[config.mk]
export PLATFORM = sky130hd
export DESIGN_NAME = pipeline_ctrl
export DESIGN_NICKNAME = d
export VERILOG_FILES = /design/src/rtl/cpu_pkg.sv /design/src/rtl/hazard_detect.sv /design/src/rtl/pipeline_ctrl.sv
export SDC_FILE = /design/constraint.sdc
export NUM_CORES = 1
export LEC_CHECK = 0
export BUFFER_PORTS_ARGS = -buffer_cell sky130_fd_sc_hd__buf_2
export CAP_MARGIN = 0
export CORE_MARGIN = 2
export CORE_UTILIZATION = 35
export CTS_BUF_LIST = sky130_fd_sc_hd__clkbuf_8
export DETAILED_ROUTE_END_ITERATION = 6
export PLACE_DENSITY_LB_ADDON = 0.1
export SLEW_MARGIN = 10
export SYNTH_ARGS = -nofsm -noshare
export SYNTH_HDL_FRONTEND = slang
export SYNTH_HIERARCHICAL = 1
export SYNTH_SLANG_ARGS = --single-unit
export TNS_END_PERCENT = 5
[constraint.sdc]
create_clock -name clock -period 4 [get_ports clock]
set_clock_uncertainty 0.05 [all_clocks]
set_input_delay 0.6 -clock clock [delete_from_list [all_inputs] [get_ports clock]]
set_output_delay 0.6 -clock clock [all_outputs]
set_load 0.1 [all_outputs]
[src/rtl/cpu_pkg.sv]
// Shared CPU definitions: pipeline-control FSM encoding, control-word layout
// and the architectural zero-register index.
package cpu_pkg;

    localparam logic [4:0] XZR_IDX = 5'd31;

    localparam logic [1:0] ST_INIT  = 2'd0;
    localparam logic [1:0] ST_RUN   = 2'd1;
    localparam logic [1:0] ST_STALL = 2'd2;
    localparam logic [1:0] ST_FLUSH = 2'd3;

    typedef struct packed {
        logic pc_en;
        logic if_id_en;
        logic if_id_flush;
        logic id_ex_bubble;
        logic ex_mem_flush;
    } ctrl_t;

    // Pipeline frozen and every stage emptied; used in INIT and under reset.
    localparam ctrl_t CTRL_INIT   = '{pc_en: 1'b0, if_id_en: 1'b0, if_id_flush: 1'b1,
                                      id_ex_bubble: 1'b1, ex_mem_flush: 1'b1};
    localparam ctrl_t CTRL_RUN    = '{pc_en: 1'b1, if_id_en: 1'b1, if_id_flush: 1'b0,
                                      id_ex_bubble: 1'b0, ex_mem_flush: 1'b0};
    localparam ctrl_t CTRL_STALL  = '{pc_en: 1'b0, if_id_en: 1'b0, if_id_flush: 1'b0,
                                      id_ex_bubble: 1'b1, ex_mem_flush: 1'b0};
    localparam ctrl_t CTRL_BRANCH = '{pc_en: 1'b1, if_id_en: 1'b1, if_id_flush: 1'b1,
                                      id_ex_bubble: 1'b1, ex_mem_flush: 1'b1};
    // The instruction ROM is registered, so one more fetched word is stale.
    localparam ctrl_t CTRL_FLUSH  = '{pc_en: 1'b1, if_id_en: 1'b1, if_id_flush: 1'b1,
                                      id_ex_bubble: 1'b0, ex_mem_flush: 1'b0};

endpackage

[src/rtl/hazard_detect.sv]
// Load-use / RAW hazard compare between the IF/ID sources and the destinations
// still in flight in ID/EX, EX/MEM and MEM/WB.
module hazard_detect
    import cpu_pkg::*;
#(
    parameter logic [4:0] ZR_IDX = XZR_IDX
) (
    input  logic [4:0] id_rn,
    input  logic [4:0] id_rm,
    input  logic       id_use_rn,
    input  logic       id_use_rm,
    input  logic [4:0] ex_rd,
    input  logic [4:0] mem_rd,
    input  logic [4:0] wb_rd,
    input  logic       ex_regwrite,
    input  logic       mem_regwrite,
    input  logic       wb_regwrite,
    output logic       hazard
);

    logic rn_live;
    logic rm_live;
    logic rn_hit;
    logic rm_hit;

    // XZR reads always return zero, so they can never depend on a writer.
    assign rn_live = id_use_rn && (id_rn != ZR_IDX);
    assign rm_live = id_use_rm && (id_rm != ZR_IDX);

    assign rn_hit = (ex_regwrite  && (ex_rd  == id_rn)) ||
                    (mem_regwrite && (mem_rd == id_rn)) ||
                    (wb_regwrite  && (wb_rd  == id_rn));
    assign rm_hit = (ex_regwrite  && (ex_rd  == id_rm)) ||
                    (mem_regwrite && (mem_rd == id_rm)) ||
                    (wb_regwrite  && (wb_rd  == id_rm));

    assign hazard = (rn_live && rn_hit) || (rm_live && rm_hit);

endmodule

[src/rtl/pipeline_ctrl.sv]
// Pipeline control FSM: PC / IF-ID enables, stage flushes and bubbles, plus
// saturating stall and flush performance counters.
module pipeline_ctrl
    import cpu_pkg::*;
#(
    parameter int unsigned CNT_W  = 32,
    parameter logic [4:0]  ZR_IDX = XZR_IDX
) (
    input  logic             clock,
    input  logic             reset,
    input  logic [4:0]       id_rn,
    input  logic [4:0]       id_rm,
    input  logic             id_use_rn,
    input  logic             id_use_rm,
    input  logic [4:0]       ex_rd,
    input  logic [4:0]       mem_rd,
    input  logic [4:0]       wb_rd,
    input  logic             ex_regwrite,
    input  logic             mem_regwrite,
    input  logic             wb_regwrite,
    input  logic             br_taken,
    output logic             pc_en,
    output logic             if_id_en,
    output logic             if_id_flush,
    output logic             id_ex_bubble,
    output logic             ex_mem_flush,
    output logic [CNT_W-1:0] stall_cycles,
    output logic [CNT_W-1:0] flush_events,
    output logic [1:0]       state_o
);

    logic [1:0]       state_q;
    logic [1:0]       state_d;
    logic [CNT_W-1:0] stall_cnt_q;
    logic [CNT_W-1:0] flush_cnt_q;
    ctrl_t            ctrl;
    logic             hazard;
    logic             stall_evt;
    logic             flush_evt;

    function automatic logic [CNT_W-1:0] sat_inc(input logic [CNT_W-1:0] v);
        return (&v) ? v : v + {{(CNT_W-1){1'b0}}, 1'b1};
    endfunction

    hazard_detect #(
        .ZR_IDX(ZR_IDX)
    ) u_hazard (
        .id_rn       (id_rn),
        .id_rm       (id_rm),
        .id_use_rn   (id_use_rn),
        .id_use_rm   (id_use_rm),
        .ex_rd       (ex_rd),
        .mem_rd      (mem_rd),
        .wb_rd       (wb_rd),
        .ex_regwrite (ex_regwrite),
        .mem_regwrite(mem_regwrite),
        .wb_regwrite (wb_regwrite),
        .hazard      (hazard)
    );

    // RUN and STALL share one decision: branch beats hazard beats normal flow.
    always_comb begin
        ctrl      = CTRL_INIT;
        state_d   = state_q;
        stall_evt = 1'b0;
        flush_evt = 1'b0;
        if (reset) begin
            ctrl    = CTRL_INIT;
            state_d = ST_INIT;
        end else begin
            case (state_q)
                ST_INIT: begin
                    ctrl    = CTRL_INIT;
                    state_d = ST_RUN;
                end
                ST_RUN, ST_STALL: begin
                    if (br_taken) begin
                        ctrl      = CTRL_BRANCH;
                        state_d   = ST_FLUSH;
                        flush_evt = 1'b1;
                    end else if (hazard) begin
                        ctrl      = CTRL_STALL;
                        state_d   = ST_STALL;
                        stall_evt = 1'b1;
                    end else begin
                        ctrl    = CTRL_RUN;
                        state_d = ST_RUN;
                    end
                end
                ST_FLUSH: begin
                    // A taken branch here would come from a flushed slot; ignore it.
                    ctrl    = CTRL_FLUSH;
                    state_d = ST_RUN;
                end
                default: begin
                    ctrl    = CTRL_INIT;
                    state_d = ST_INIT;
                end
            endcase
        end
    end

    always_ff @(posedge clock) begin
        if (reset) begin
            state_q     <= ST_INIT;
            stall_cnt_q <= '0;
            flush_cnt_q <= '0;
        end else begin
            state_q <= state_d;
            if (stall_evt) begin
                stall_cnt_q <= sat_inc(stall_cnt_q);
            end
            if (flush_evt) begin
                flush_cnt_q <= sat_inc(flush_cnt_q);
            end
        end
    end

    assign pc_en        = ctrl.pc_en;
    assign if_id_en     = ctrl.if_id_en;
    assign if_id_flush  = ctrl.if_id_flush;
    assign id_ex_bubble = ctrl.id_ex_bubble;
    assign ex_mem_flush = ctrl.ex_mem_flush;
    assign stall_cycles = stall_cnt_q;
    assign flush_events = flush_cnt_q;
    assign state_o      = state_q;

endmodule
### After elaboration in Yosys (flattened, before gate mapping)

Index checks and enable logic that the tools add are counted.

* register bits after elaboration: 66

* add/subtract/negate cells: 2
* equal/unequal tests: 11
* muxes and demuxes: 14
* bitwise gates (word level): 2
* reductions and logical operators: 22

Operator list (number)
* 32-bit by 1-bit adder with 32-bit output (second input constant): 2
* 32-bit AND reduction: 2
* 5-bit equality test: 6
* 5-bit 2-to-1 mux: 3
* 5-bit case mux with 3 select lines: 1
* 1-bit logical AND: 10
* 5-bit inequality test (second input constant): 2
* 1-bit 2-to-1 mux: 7
* 1-bit logical OR: 5
* 2-bit equality test (second input constant): 2
* 2-bit 2-to-1 mux: 2
* 2-bit case mux with 2 select lines: 1
* 2-bit AND reduction: 2
* 2-bit OR reduction: 2
* 2-bit by 1-bit equality test with 1-bit output (second input constant): 1
* 2-bit zero test: 1
* 1-bit NOT: 2

### Longest topological paths before layout

Gate-level depths: netlist of the first run.

* depth in word-level cells: 11
* depth in mapped cells: 11
* gate-level depth less buffers: 10

### Modules after synthesis

Netlist of the first run, hierarchy kept.

By module, submodules not included
* pipeline_ctrl: instances 1, cells each 428, area an instance 3584.7 um^2, seq. area each 1321.3 um^2
* hazard_detect: instances 1, cells each 50, area an instance 375.4 um^2, seq. area each 0.0 um^2

### Worst setup path before layout of the first run

Ideal clock, no wire load.

* path type: register to output
* start point: register state_q[0], in the netlist state_o[0]
* end point: output port pc_en
* arrival time: 4.141 ns
* data required time: 3.350 ns
* setup slack: -0.791 ns
* stages on the path, launching flop included: 6
* buffers on the path: 1
* cell sequence: dfxtp_1 -> inv_1 -> ha_1 -> a21oi_1 -> nor3_1 -> buf_4

* longest elaborated chain between the ends: 4
* elaborated cells between the ends (all ways): 7

RTL lines
* start: declaration: RTL line pipeline_ctrl.sv:32 `logic [1:0] state_q;`
* start signal: assignment: RTL line pipeline_ctrl.sv:109 `state_q <= state_d;`
* 2-bit by 1-bit equality test with 1-bit output / 2-bit equality test (equally long branches): RTL line pipeline_ctrl.sv:71 `case (state_q)`
* 2-bit OR reduction: RTL line pipeline_ctrl.sv:71
* 5-bit case mux with 3 select lines *: RTL line pipeline_ctrl.sv:71
* 5-bit 2-to-1 mux *: RTL line pipeline_ctrl.sv:67 `if (reset) begin`
* end: declaration: RTL line pipeline_ctrl.sv:22 `output logic pc_en,`

Mark *: on every way between the ends. The rest lies on a longest branch, timed or not.

### Final worst setup path of the first run

* start point: input port id_rn[0]
* end point: register stall_cnt_q[28], in the netlist stall_cycles[28]

* longest elaborated chain between the ends: 11
* elaborated cells between the ends (all ways): 17

RTL lines
* start: declaration: RTL line pipeline_ctrl.sv:11 `input logic [4:0] id_rn,`
* 5-bit equality test (on tied branches): RTL line hazard_detect.sv:30, hazard_detect.sv:31
* 1-bit logical AND (on tied branches): RTL line hazard_detect.sv:30, hazard_detect.sv:31
* 1-bit logical OR: RTL line hazard_detect.sv:30 `assign rn_hit = (ex_regwrite && (ex_rd == id_rn)) ||`
* 1-bit logical OR: RTL line hazard_detect.sv:31 `(mem_regwrite && (mem_rd == id_rn)) ||`
* 1-bit logical AND *: RTL line hazard_detect.sv:37 `assign hazard = (rn_live && rn_hit) || (rm_live && rm_hit);`
* 1-bit logical OR *: RTL line hazard_detect.sv:37
* named net hazard: RTL line pipeline_ctrl.sv:37 `logic hazard;`
* 1-bit 2-to-1 mux *: RTL line pipeline_ctrl.sv:81 `end else if (hazard) begin`
* 1-bit 2-to-1 mux *: RTL line pipeline_ctrl.sv:77 `if (br_taken) begin`
* 1-bit 2-to-1 mux *: RTL line pipeline_ctrl.sv:71
* 1-bit 2-to-1 mux *: RTL line pipeline_ctrl.sv:67
* 2-bit AND reduction (no source line) *
* end signal: assignment: RTL line pipeline_ctrl.sv:111 `stall_cnt_q <= sat_inc(stall_cnt_q);`
* end: declaration: RTL line pipeline_ctrl.sv:34 `logic [CNT_W-1:0] stall_cnt_q;`

Mark *: on every way through the listed nets, which the timed path passes. The rest lies on a longest branch.
A chain may end at the register's enable or synchronous reset.

==> results, run 1 <==
- Counting along the longest clock path gives a buffer depth of 2.
- In this run the worst hold path is classified as flip-flop to flip-flop.
- Along the worst path, the maximum fanout reaches 7.
- The overflow left after global routing is 0.
- Setup repair after global routing left no endpoint under its margin.
- The die footprint is 12200 µm².
- At the worst endpoint, the required time is 4.23 ns.
- Routability-driven placement finished with a final weighted congestion of approximately 0.95.
- After synthesis the cells add up to 3960 µm².
- The gate count of the mapped netlist is 478.
- The global-route usage over all layers is 0.188.
- The netlist uses 51 different library cells.
- The achievable clock frequency is approximately 310 MHz.
- The maximum level of the CTS H-tree is 3.
- The run finished with clean final reports.
- After synthesis the netlist holds a flip-flop and latch count of 66.
- Counting flops with an async set or reset pin after synthesis yields a share of 0.
- Headroom to the max-slew limit came out at 0.469.
- The standard-cell row count is 38.
- The core region is 10900 µm².
- The number of global-route vias before repair is between 3000 and 4000.
- The floorplan step set the die height to 110 µm.
- The total net switching power is 0.000374 W.
- The worst hold slack after final layout is 0.451 ns.
- The internal power of the cells totals 0.00102 W.
- After legalization and detailed placement, the total HPWL measured 8.18 mm.
- At the pin with the least slew margin, the transition time is approximately 0.79 ns.
- The endpoint arrival time on the critical path is ~3.4 ns.
- The number of pins exceeding their max-slew limit in the final report is 0.
- In the final design database the tool counted 615 nets.
- TritonCTS built the clock tree.
- The number of buffers created by CTS is 9.
- The finished layout holds 723 standard cells, fillers aside.
- Once the clock tree was built, the resizer swapped 0 gates to a different size.
- The multi-input combinational cell area is 2510 µm².
- The startpoint class of the critical path is an input pin.
- After detailed routing, the number of remaining DRC violations is 0.
- The number of warnings issued by yosys is 6.
- The number of hold buffers added after cts is 0.
- The clock transition at the register clock pins on the worst setup and hold paths after CTS is 0.07 ns.
- Summed over all layers, the routed wires come to 11.0 mm.
- The maximum vdd drop is 0.143 mV.
- The top-level I/O count is approximately 100.
- The share of cells above drive strength 1 is 0.269.
- The iteration-0 DRC count of the detailed router is 210.
- The area taken by flip-flops and latches is 1320 µm².
- In the final timing run, aggregate negative setup slack is 0 ns.
- The worst setup path is of the input pin to flip-flop kind.
- In the routed layout, each cell is associated on average with a via count of 5.58.
- In the final routed layout, each cell accounts on average for 15.2 µm.
- The clock group share of total power is 0.409.
- The count of placed standard cells including taps is 707.
- The die width is about 110 µm.
- Entering global routing, the biggest net connects 34 pins.
- The worst setup path is captured at a flip-flop.
- The count of endpoints failing setup in the final report is 0.
- The final critical-path required period is 3.19 ns.
- 0 antenna diodes ended up in the layout.
- The sequential power share is 0.476.
- Power comes to ~0.0014 W.
- In the synthesized netlist the dominant register cell turns out to be sky130_fd_sc_hd__dfxtp_1.
- For this design the static power due to leakage is about 1.9 nW.
- The clock latency of the later-clocked register in the worst-skew pair is 0.34 ns.
- The post-synthesis sequential area ratio is 0.334.
- The wire length of the first global-routing pass is 18.0 mm.
- CTS saw 66 sinks.
- The clock root buffer is sky130_fd_sc_hd__clkbuf_8.
- The number of enable flip-flop cells after synthesis is 0.
- The number of nets handed over by synthesis was roughly 500.
- The proportion of power drawn by combinational gates is 0.115.
- The initial standard-cell utilization of the core is 0.362.
- Counting the fill cells in the layout gives 1136.
- The synthesized area divided by synthesized cell count is 8.28 µm².
- The overall via count from detail_route is 4032.
- The initial antenna violation count is 0.
- In this run the post-CTS setup repair buffer count came out at 0.
- Compared with the post-synthesis result, the final layout area differs by 21.5%.
- In this run the tool buffered the top-level ports with 103 buffer cells.
- In this run the remaining antenna-violating nets after routing total 0.
- The switching power share of the total is 0.268.
- The final period utilization is 0.798.
- Max-cap violations in this run came to 0.
- The total power density per cell area is 290 nW/µm².
- The final-report hold violation count is 0.
- The first TritonRoute pass finished after 4 iterations.
==> routing by layer <==
metal  vias up  GRT usage  wire, µm
met5         -          0         0
met4         0     0.0455        97
met3         9     0.0606       637
met2        96      0.308      5100
met1      1922      0.239      5150
li1       2005          -         -
==> final cells by class <==
| class | instances | area share |
|---|---|---|
| clock inverter | 5 | 0.00962 |
| timing repair buffer | 109 | 0.116 |
| tap | 140 | 0.0364 |
| clock buffer | 11 | 0.0315 |
| inverter | 12 | 0.00936 |
| sequential | 66 | 0.274 |
| multi-input combinational | 380 | 0.522 |
==> synthesized netlist by cell type (4+ instances only) <==
cell type                  count  share of area
sky130_fd_sc_hd__o211ai_1      4         0.0076
sky130_fd_sc_hd__dfxtp_1      66           0.33
sky130_fd_sc_hd__nor3_1       10          0.013
sky130_fd_sc_hd__and4_1        5          0.011
sky130_fd_sc_hd__xnor2_1      11          0.024
sky130_fd_sc_hd__clkbuf_1     13          0.012
sky130_fd_sc_hd__nand3_1      23          0.029
sky130_fd_sc_hd__ha_1          4          0.013
sky130_fd_sc_hd__and3_1        8          0.013
sky130_fd_sc_hd__nor4_1       12          0.019
sky130_fd_sc_hd__o21ai_0      17          0.021
sky130_fd_sc_hd__nand2_1      37          0.035
sky130_fd_sc_hd__nor2_1       34          0.032
sky130_fd_sc_hd__nor2b_1      13          0.021
sky130_fd_sc_hd__o31ai_1      11          0.021
sky130_fd_sc_hd__mux2_2        9          0.026
sky130_fd_sc_hd__o311ai_0      4         0.0088
sky130_fd_sc_hd__buf_2         5         0.0063
sky130_fd_sc_hd__or4_1        14          0.027
sky130_fd_sc_hd__or3_1        16          0.025
sky130_fd_sc_hd__a31o_2        9          0.020
sky130_fd_sc_hd__xor2_1       30          0.066
sky130_fd_sc_hd__o41ai_1       6          0.013
sky130_fd_sc_hd__inv_1        12          0.011
sky130_fd_sc_hd__nand4_1      26          0.041
sky130_fd_sc_hd__a21oi_1      36          0.045
==> final timing paths <==
| check | startpoint | to | slack [ns] | cells after the start |
|---|---|---|---|---|
| setup reg to reg | state_o[0]$_SDFF_PP0_ | stall_cycles[28]$_SDFFE_PP0P_ | 1.37 | 7 |
| hold / removal | stall_cycles[5]$_SDFFE_PP0P_ | stall_cycles[5]$_SDFFE_PP0P_ | 0.45 | 1 |
| hold reg to reg | stall_cycles[5]$_SDFFE_PP0P_ | stall_cycles[5]$_SDFFE_PP0P_ | 0.45 | 1 |
| setup / recovery | id_rn[0] | stall_cycles[28]$_SDFFE_PP0P_ | 0.81 | 11 |
==> metrics by stage <==
step           setup slack (ns)  cell area, µm²   util
2_1_floorplan            -0.478            3970      -
3_3_place_gp              0.607            4620  0.422
3_5_place_dp              0.432            4620  0.422
4_1_cts                   0.845            4810  0.440
5_1_grt                   0.621            4810  0.440
6_report                  0.807            4810  0.440
==> cell usage in the layout, fill, tap and decap left out, types with 14 or more instances in the layout <==
| master | count |
|---|---|
| sky130_fd_sc_hd__nand3_1 | 23 |
| sky130_fd_sc_hd__nand4_1 | 26 |
| sky130_fd_sc_hd__nor2_1 | 34 |
| sky130_fd_sc_hd__xor2_1 | 30 |
| sky130_fd_sc_hd__or3_1 | 16 |
| sky130_fd_sc_hd__dfxtp_1 | 66 |
| sky130_fd_sc_hd__nand2_1 | 37 |
| sky130_fd_sc_hd__o21ai_0 | 17 |
| sky130_fd_sc_hd__a21oi_1 | 36 |
| sky130_fd_sc_hd__inv_1 | 15 |
| sky130_fd_sc_hd__or4_1 | 14 |
| sky130_fd_sc_hd__buf_2 | 103 |
==> power groups by stage <==
stage | clock [W] | combinational (W) | sequential [W]
after floorplan | 0 | 0.0000882 | 0.000702
after global placement | 0 | 0.000161 | 0.000679
after detailed placement | 0 | 0.000161 | 0.000679
after CTS | 0.000594 | 0.000162 | 0.000664
after global routing | 0.000625 | 0.000173 | 0.000664
final | 0.000570 | 0.000161 | 0.000664
==> sequential cells by signal (all words and copies together), names as in the netlist <==
name / cells
stall_cycles: 32
state_o: 2
flush_events: 32
==> cells by family (layout without fill, tap and decap cells) <==
| family | after synthesis | count (layout) | share of synthesized area |
|---|---|---|---|
| adder cells (fa/ha/maj) | 4 | 4 | 0.0126 |
| XOR/XNOR | 41 | 41 | 0.0907 |
| multiplexers | 12 | 12 | 0.0332 |
| AO/OA/AOI/OAI | 103 | 103 | 0.177 |
| AND/OR/NAND/NOR | 220 | 220 | 0.320 |
| buffers and inverters | 32 | 137 | 0.0329 |
| flip-flops | 66 | 66 | 0.334 |
==> worst max-delay path: stages <==
cell and delay (ns):
sky130_fd_sc_hd__buf_2 0.13, sky130_fd_sc_hd__xor2_1 0.16, sky130_fd_sc_hd__nor4_1 0.36, sky130_fd_sc_hd__nand3_1 0.12
sky130_fd_sc_hd__nand3_1 0.09, sky130_fd_sc_hd__a31o_2 0.24, sky130_fd_sc_hd__and4bb_2 0.27, sky130_fd_sc_hd__nor3b_2 0.52
sky130_fd_sc_hd__nor3b_2 0.32, sky130_fd_sc_hd__or4b_1 0.45, sky130_fd_sc_hd__a21oi_1 0.15
Power figures use the tool's default switching activity.
==> inputs of run 2 (changes only) <==
- ABC_AREA: default -> 1
- clock period: 4 -> 2.7 ns (I/O delays scaled with it)
==> results, run 2 <==
- Leaving out fill and tap cells, the most frequent cells in the layout are 252 x sky130_fd_sc_hd__nand2_1, 177 x sky130_fd_sc_hd__nor2_1, 101 x sky130_fd_sc_hd__buf_2, 99 x sky130_fd_sc_hd__inv_1, 86 x sky130_fd_sc_hd__nand3_1.
- Counting cells, the worst reg-to-reg path comes to 10.
- The required time of the worst setup path is 2.25 ns.
- Setup repair after global routing left no endpoint under its margin.
- The flow ran to the end, and the final reports show no timing, DRC or antenna violations.
- The maximum vdd drop is 0.185 mV.
- The placeable core region is between 10000 and 15000 µm².
- The initial antenna violation count is 0.
- The final-report hold violation count was 0.
- The maximum buffer depth of the clock tree is 2.
- Ranked by total cell area, the synthesized netlist is headed by sky130_fd_sc_hd__dfxtp_1 29%, sky130_fd_sc_hd__nand2_1 20%, sky130_fd_sc_hd__nor2_1 14%.
- At the pin with the least slew margin, the transition time is 0.644 ns.
- Of the synthesized area, sequential elements account for 0.285.
- The first global-routing pass estimated ~22 mm of wire.
- The endpoint arrival time on the critical path is 1.91 ns.
- The achievable clock frequency is around 420 MHz.
- The share of cells above drive strength 1 is 0.162.
- The number of global-route vias before repair came to roughly 4600.
- The count of maximum capacitance violations is 0.
- Across all register-to-register paths, the minimum setup slack is 0.45 ns.
- The overflow left after global routing is 0.
- Power spread over the standard cell area amounts to between 300 and 400 nW/µm².
- The most area-hungry cell type in the Yosys netlist is sky130_fd_sc_hd__dfxtp_1.
- The initial standard-cell utilization of the core is 0.354.
- Yosys printed 6 warnings.
- The gate count of the mapped netlist is 821.
- The share of synthesized area in the top cell type comes to 0.285.
- For this run, design rule violations remaining after detail routing come to 0.
- The total negative slack for setup checks is 0 ns.
- Including well taps, the total number of placed cells is 1087.
- The utilization after layout is 0.421.
- The detail-routed net length per standard cell is about 12 µm.
- Routability-driven placement finished with a final weighted congestion of about 0.86.
- The TritonCTS clock tree is yes.
- The hold-critical path depth is 3.
- The final route contains 5178 vias.
- Sorting the synthesized cells by how often they occur yields 252 x sky130_fd_sc_hd__nand2_1, 177 x sky130_fd_sc_hd__nor2_1, 96 x sky130_fd_sc_hd__inv_1.
- The class of the most critical hold timing path is input pin to flip-flop.
- Post-CTS timing repair inserted 0 buffers for setup.
- The final critical-path required period is 2.36 ns.
- At the later pin of the worst-skew pair, clock insertion delay measures between 0.3 and 0.4 ns.
- The die width is 119 µm.
- The maximum level of the CTS H-tree is 3.
- The number of pins exceeding their max-slew limit in the final report is 0.
- Counting flops with an async set or reset pin after synthesis yields a share of 0.
- Yosys mapped a number of flops with a built-in enable equal to 0.
- In the routed layout, each cell is associated on average with a via count of 4.69.
- The global-route usage over all layers is 0.193.
- After synthesis, the mean cell area works out to around 5.6 µm².
- The distinct cell type count after synthesis is 27.
- Entering global routing, the biggest net connects 58 pins.
- After legalization and detailed placement, the total HPWL measured roughly 10 mm.
- The height of the chip is 119 µm.
- Dividing the final minimum period by the clock period gives 0.875.
- After detailed routing, the total wire length is between 10 and 15 mm.
- The dominant register cell in the synthesized netlist is sky130_fd_sc_hd__dfxtp_1.
- The iteration-0 DRC count of the detailed router is 334.
- The number of iterations in the first detailed-routing pass is 4.
- The count of endpoints failing setup in the final report is 0.
- The sort of element at the end of the critical path is an output pin.
- The critical path is of the flip-flop to output pin type.
- The most frequent cell after synthesis is sky130_fd_sc_hd__nand2_1.
- The number of gates resized after CTS was 0.
- The worst setup path is launched from a flip-flop.
- The library cell used most frequently in the layout, excluding fill and tap cells, is sky130_fd_sc_hd__nand2_1.
- Clock tree synthesis inserted a total of 9 buffers.
- The area growth from synthesis to layout is 19.1%.
- The static leakage is about 2.7 nW.
- The clock root buffer is sky130_fd_sc_hd__clkbuf_8.
- For this design the top-level I/O count stands at around 100.
- Measured against its own limit, the worst slew margin works out to 0.571.
- The layout net count is 959.
- The final instance count without filler cells is 1103.
- The die footprint is about 14000 µm².
- The repair_antennas step left the layout with diodes totalling 0.
- The number of hold buffers added after cts is 0.
- After floorplanning, the core was divided into 42 placement rows.
- The total of fill cells in the finished design is 1489.
- The clock transition at the register clock pins on the worst setup and hold paths after CTS is ~0.08 ns.
- In this run the worst path has a maximum fanout of 6.
- The synthesized cell area is 4630 µm².
- Once detail routing completed, the nets flagged for antenna violations numbered 0.
- The number of clock sinks is 66.
- The synthesized net count is 858.
- The register bit count reported by yosys is 66.
- The number of I/O port buffers is 103.
[run 2: cell types whose count changed in the layout (fill, tap and decap cells not counted), moves of 13 or more]
cell,change
sky130_fd_sc_hd__nand2_1,+215
sky130_fd_sc_hd__nor2_1,+143
sky130_fd_sc_hd__inv_1,+84
sky130_fd_sc_hd__nand3_1,+63
sky130_fd_sc_hd__xor2_1,-26
sky130_fd_sc_hd__or3_1,-16
sky130_fd_sc_hd__or4_1,-14
sky130_fd_sc_hd__nor2b_1,-13
[run 2: cells by family after synthesis]
| family | Yosys count | share of synthesized area |
|---|---|---|
| buffers and inverters | 122 | 0.115 |
| AND/OR/NAND/NOR | 564 | 0.514 |
| AO/OA/AOI/OAI | 61 | 0.0678 |
| XOR/XNOR | 4 | 0.00757 |
| flip-flops | 66 | 0.285 |
| adder cells (fa/ha/maj) | 4 | 0.0108 |
[run 2: final cells by class]
type                            count  area, µm²  share of cell area
Clock buffer                       11        151              0.0275
Clock inverter                      5       46.3             0.00839
Inverter                          103        387              0.0701
Multi-Input combinational cell    633       2790               0.506
Sequential cell                    66       1330               0.241
Tap cell                          176        220              0.0399
Timing Repair Buffer              109        591               0.107
[run 2: worst paths after layout]
check                                  end                          from
max                                  pc_en         state_o[0]$_SDFF_PP0_
min                  state_o[1]$_SDFF_PP0_                      br_taken
max reg2reg  stall_cycles[27]$_SDFFE_PP0P_         state_o[0]$_SDFF_PP0_
min reg2reg   stall_cycles[1]$_SDFFE_PP0P_  stall_cycles[1]$_SDFFE_PP0P_
[run 2: worst max-delay path, cell delays in order (launching register included)]
cell	delay, ns
sky130_fd_sc_hd__dfxtp_4	0.36
sky130_fd_sc_hd__inv_1	0.04
sky130_fd_sc_hd__ha_1	0.38
sky130_fd_sc_hd__nor2_1	0.07
sky130_fd_sc_hd__inv_1	0.09
sky130_fd_sc_hd__nand3_1	0.12
sky130_fd_sc_hd__a31oi_4	0.26
sky130_fd_sc_hd__buf_12	0.21
[run 2: power breakdown]
group | switching [W] | internal (W)
registers | 0.00000395 | 0.000976
clock network | 0.000401 | 0.000466
logic | 0.000202 | 0.0000795
[run 2: through the flow]
| step | instance area, µm² | power, W | hold slack, ns | setup slack [ns] |
|---|---|---|---|---|
| detailed placement | 5320 | 0.00128 | 0.450 | 0.0757 |
| global route | 5520 | 0.00224 | 0.350 | 0.0983 |
| floorplan | 4650 | 0.00120 | 0.520 | 0.0115 |
| global placement | 5320 | 0.00129 | 0.445 | 0.0834 |
| finish | 5520 | 0.00213 | 0.322 | 0.337 |
| CTS | 5520 | 0.00217 | 0.296 | 0.319 |
[run 2: metal layers]
layer / vias up / share of wire / GRT usage
li1: 2775 / - / -
met1: 2268 / 0.51 / 0.277
met2: 120 / 0.42 / 0.286
met3: 15 / 0.048 / 0.0340
met4: 0 / 0.016 / 0.0714
met5: - / 0 / 0
==> inputs of run 3 (changes only) <==
- SYNTH_HIERARCHICAL: 1 -> default
==> results, run 3 <==
- The number of buffers and inverters on the critical path is 4.
- Dividing the detail-routed wire length by the instance count gives 12.8 µm.
- The worst setup path is launched from an input pin.
- In this run the clock root is driven by a sky130_fd_sc_hd__clkbuf_8.
- After detailed routing, the total wire length is roughly 13 mm.
- The largest net degree at the start of global routing is 38.
- The number of pins exceeding their max-slew limit in the final report is 0.
- Clock-pin slew was measured on the worst setup and hold paths at ~0.070 ns.
- The analysis attributes to cell leakage a power of 2.52 nW.
- For this run, the leading register cell type out of synthesis is sky130_fd_sc_hd__dfxtp_1.
- The global-route usage over all layers is 0.194.
- During synthesis, Yosys emitted a total of 0 warnings.
- 0 antenna diodes ended up in the layout.
- The number of nets with antenna violations after detailed routing is 0.
- In the layout the commonest cells are 248 x sky130_fd_sc_hd__nand2_1, 118 x sky130_fd_sc_hd__nor2_1, 102 x sky130_fd_sc_hd__buf_2, 90 x sky130_fd_sc_hd__inv_1, 64 x sky130_fd_sc_hd__dfxtp_1.
- The HPWL after detailed placement is 10.3 mm.
- The layout net count is between 800 and 900.
- The floorplan step defined a die boundary enclosing between 10000 and 15000 µm².
- The wire length of the first global-routing pass is 22.3 mm.
- The fraction of registers with async set or reset after synthesis is 0.
- The count of endpoints failing setup in the final report is 0.
- The top-level I/O count is roughly 100.
- The final critical-path required period is 2.45 ns.
- STA classifies the critical path endpoint as an output pin.
- The layout has about 1400 filler cells.
- The final period utilization is 0.906.
- The signal on the critical path passes through buf_2 > inv_1 > nand2_1 > a21oi_1 > nand3_1 > nand3_1 > nand2_1 > nand2_2 > nand2_1 > o211ai_1 > clkinvlp_4 > buf_2.
- The kind of cell adding the most delay to the critical path is buffers and inverters.
- In this run the deepest clock path goes through 2 buffers.
- The iteration-0 DRC count of the detailed router is roughly 380.
- The floorplan has 41 rows.
- The overflow left after global routing is 0.
- The total power density per cell area is 407 nW/µm².
- Static timing analysis puts the maximum clock frequency at 409 MHz.
- The initial standard-cell utilization of the core is 0.358.
- The run finished with clean final reports.
- The library cell used most frequently in the layout, excluding fill and tap cells, is sky130_fd_sc_hd__nand2_1.
- The slew at the pin closest to its max-slew limit is 0.497 ns.
- Sorting the synthesized cells by area gives the leading types as sky130_fd_sc_hd__dfxtp_1 29%, sky130_fd_sc_hd__nand2_1 21%, sky130_fd_sc_hd__nor2_1 9.8%.
- The die is 118 µm wide.
- TritonCTS built the clock tree.
- Counting instances in the post-synthesis netlist gives the leading cell types as 249 x sky130_fd_sc_hd__nand2_1, 118 x sky130_fd_sc_hd__nor2_1, 91 x sky130_fd_sc_hd__inv_1.
- On the critical path, the stage with the largest delay is an instance of sky130_fd_sc_hd__buf_2.
- The register bit count reported by yosys is 66.
- The total negative slack for setup checks is 0 ns.
- Detailed routing inserted a total of 4985 vias.
- The min-delay analysis places its worst path in the category input pin to flip-flop.
- The initial antenna violation count is 0.
- The core region is 12600 µm².
- The share of the Yosys chip area taken by registers is 0.293.
- Before antenna repair, the detailed router went through 7 iterations.
- The biggest area contributor in the post-synthesis netlist is sky130_fd_sc_hd__dfxtp_1.
- Setup repair after global routing left no endpoint under its margin.
- The synthesized net count is 792.
- In this run, synthesis inferred 0 flip-flops with an integrated enable.
- Synthesis instantiated 37 different standard cells from the library.
- In the final layout, the share of cells above drive strength 1 is 0.177.
- For the worst flop-to-flop path, the logic depth is 13.
- Gates resized during post-CTS repair numbered 0.
- The number of hold buffers added after cts is 0.
- The number of I/O port buffers is 103.
- In this run the tightest slew margin relative to its limit is 0.671.
- The number of global-route vias before repair is 4599.
- For this design, the sink count on the clock tree is 66.
- Dividing the synthesized area by the synthesized cell count gives 5.98 µm².
- The mean number of vias per cell is between 4 and 5.
- Relative to the synthesized area, the layout overhead comes to 21.2%.
- Summing every instance area after synthesis gives 4510 µm².
- The portion of synthesized cell area occupied by the leading cell type is 0.293.
- The gate count of the mapped netlist is around 760.
- By instance count, the cell type seen most on the critical path is sky130_fd_sc_hd__nand2_1.
- Data on the critical path arrives at its endpoint at a little under 2 ns.
- Across the VDD grid, the largest voltage drop is 0.251 mV.
- The congestion estimate from routability-driven global placement came to 0.907.
- The most frequent cell after synthesis is sky130_fd_sc_hd__nand2_1.
- Across the run, the number of max-cap violations was 0.
- Counting instances, the worst hold path has a depth of 2.
- In this run, CTS created clock tree buffers numbering 9.
- The maximum fanout count along the critical path is 4.
- The final-report hold violation count is 0.
- The number of DRC violations after detailed routing is 0.
- Once the clock tree was built, the setup fixing pass inserted 0 buffers.
- The category of the most critical setup path is input pin to output pin.
- The critical path crosses 12 cells after its start point.
- The die is 118 µm tall.
- In this design, the stage delay of the slowest critical-path cell is 0.30 ns.
- The utilization after layout is 0.433.
- The clock tree synthesis step divided the H-tree into 3 levels.
- The required time of the worst setup path is 2.25 ns.
- The later pin in the worst-skew pair is clocked with a latency of 0.36 ns.
[run 3: final timing paths]
check                               startpoint                       endpoint  slack, ns
setup / recovery                      id_rm[4]                          pc_en       0.25
hold / removal                           reset  stall_cycles[19]$_SDFFE_PP0P_       0.36
setup reg to reg  stall_cycles[0]$_SDFFE_PP0P_  stall_cycles[25]$_SDFFE_PP0P_       0.52
hold reg to reg   stall_cycles[1]$_SDFFE_PP0P_   stall_cycles[1]$_SDFFE_PP0P_       0.45
[run 3: cell type report]
type | count | area [µm²] | share of cell area
inverter | 95 | 360 | 0.0659
tap | 172 | 215 | 0.0394
timing repair buffer | 111 | 591 | 0.108
sequential | 66 | 1330 | 0.243
clock inverter | 5 | 78.8 | 0.0144
clock buffer | 10 | 138 | 0.0252
multi-input combinational | 577 | 2760 | 0.504
[run 3: per-layer routing]
metal / share of wire / track usage / vias up / routed length, µm
met5: 0 / 0 / - / 0
met4: 0.022 / 0.0813 / 0 / 298
met3: 0.044 / 0.0329 / 23 / 581
met2: 0.45 / 0.299 / 123 / 5960
met1: 0.49 / 0.268 / 2242 / 6440
li1: - / - / 2597 / -
[run 3: worst register-to-register path, stage by stage (launching register included)]
cell                      delay, ns
sky130_fd_sc_hd__dfxtp_1       0.34
sky130_fd_sc_hd__ha_1          0.25
sky130_fd_sc_hd__nand2_1       0.13
sky130_fd_sc_hd__nor2_1        0.06
sky130_fd_sc_hd__nand2_1       0.12
sky130_fd_sc_hd__nor2_1        0.09
sky130_fd_sc_hd__nand3_2       0.12
sky130_fd_sc_hd__nand3_1       0.09
sky130_fd_sc_hd__nor2_1        0.28
sky130_fd_sc_hd__nand3_1       0.17
sky130_fd_sc_hd__nor2_1        0.20
sky130_fd_sc_hd__nand2_1       0.07
sky130_fd_sc_hd__nand2_1       0.06
sky130_fd_sc_hd__nor2_1        0.04
[run 3: per-stage QoR]
stage          setup WS [ns]  hold WS, ns  cell area (µm²)  instances  total power [W]
2_1_floorplan        0.00637        0.656             4560        755          0.00122
3_3_place_gp           0.279        0.434             5250       1021          0.00131
3_5_place_dp           0.267        0.446             5250       1021          0.00131
4_1_cts                0.259        0.350             5470       1036          0.00226
5_1_grt               0.0928        0.367             5470       1036          0.00232
6_report               0.255        0.362             5470       1036          0.00223
[run 3: power breakdown]
group / total (W) / leakage [nW] / internal [W] / switching [W]
clock network: 0.000937 / 0.112 / 0.000538 / 0.000399
registers: 0.000982 / 0.533 / 0.000977 / 0.00000523
logic: 0.000307 / 1.88 / 0.0000804 / 0.000227
total: 0.00223 / 2.52 / 0.00160 / 0.000631
[run 3: kinds of logic (layout without fill, tap and decap cells)]
kind of cell | count (synthesis) | count (layout) | synth area share
and+or+nand+nor | 482 | 482 | 0.464
AOI/OAI and AO/OA | 63 | 63 | 0.0779
adders and majority gates | 4 | 4 | 0.0111
DFF | 66 | 66 | 0.293
muxes | 1 | 1 | 0.00249
xor gates and xnor gates | 27 | 27 | 0.0524
buffers and inverters | 112 | 221 | 0.0995
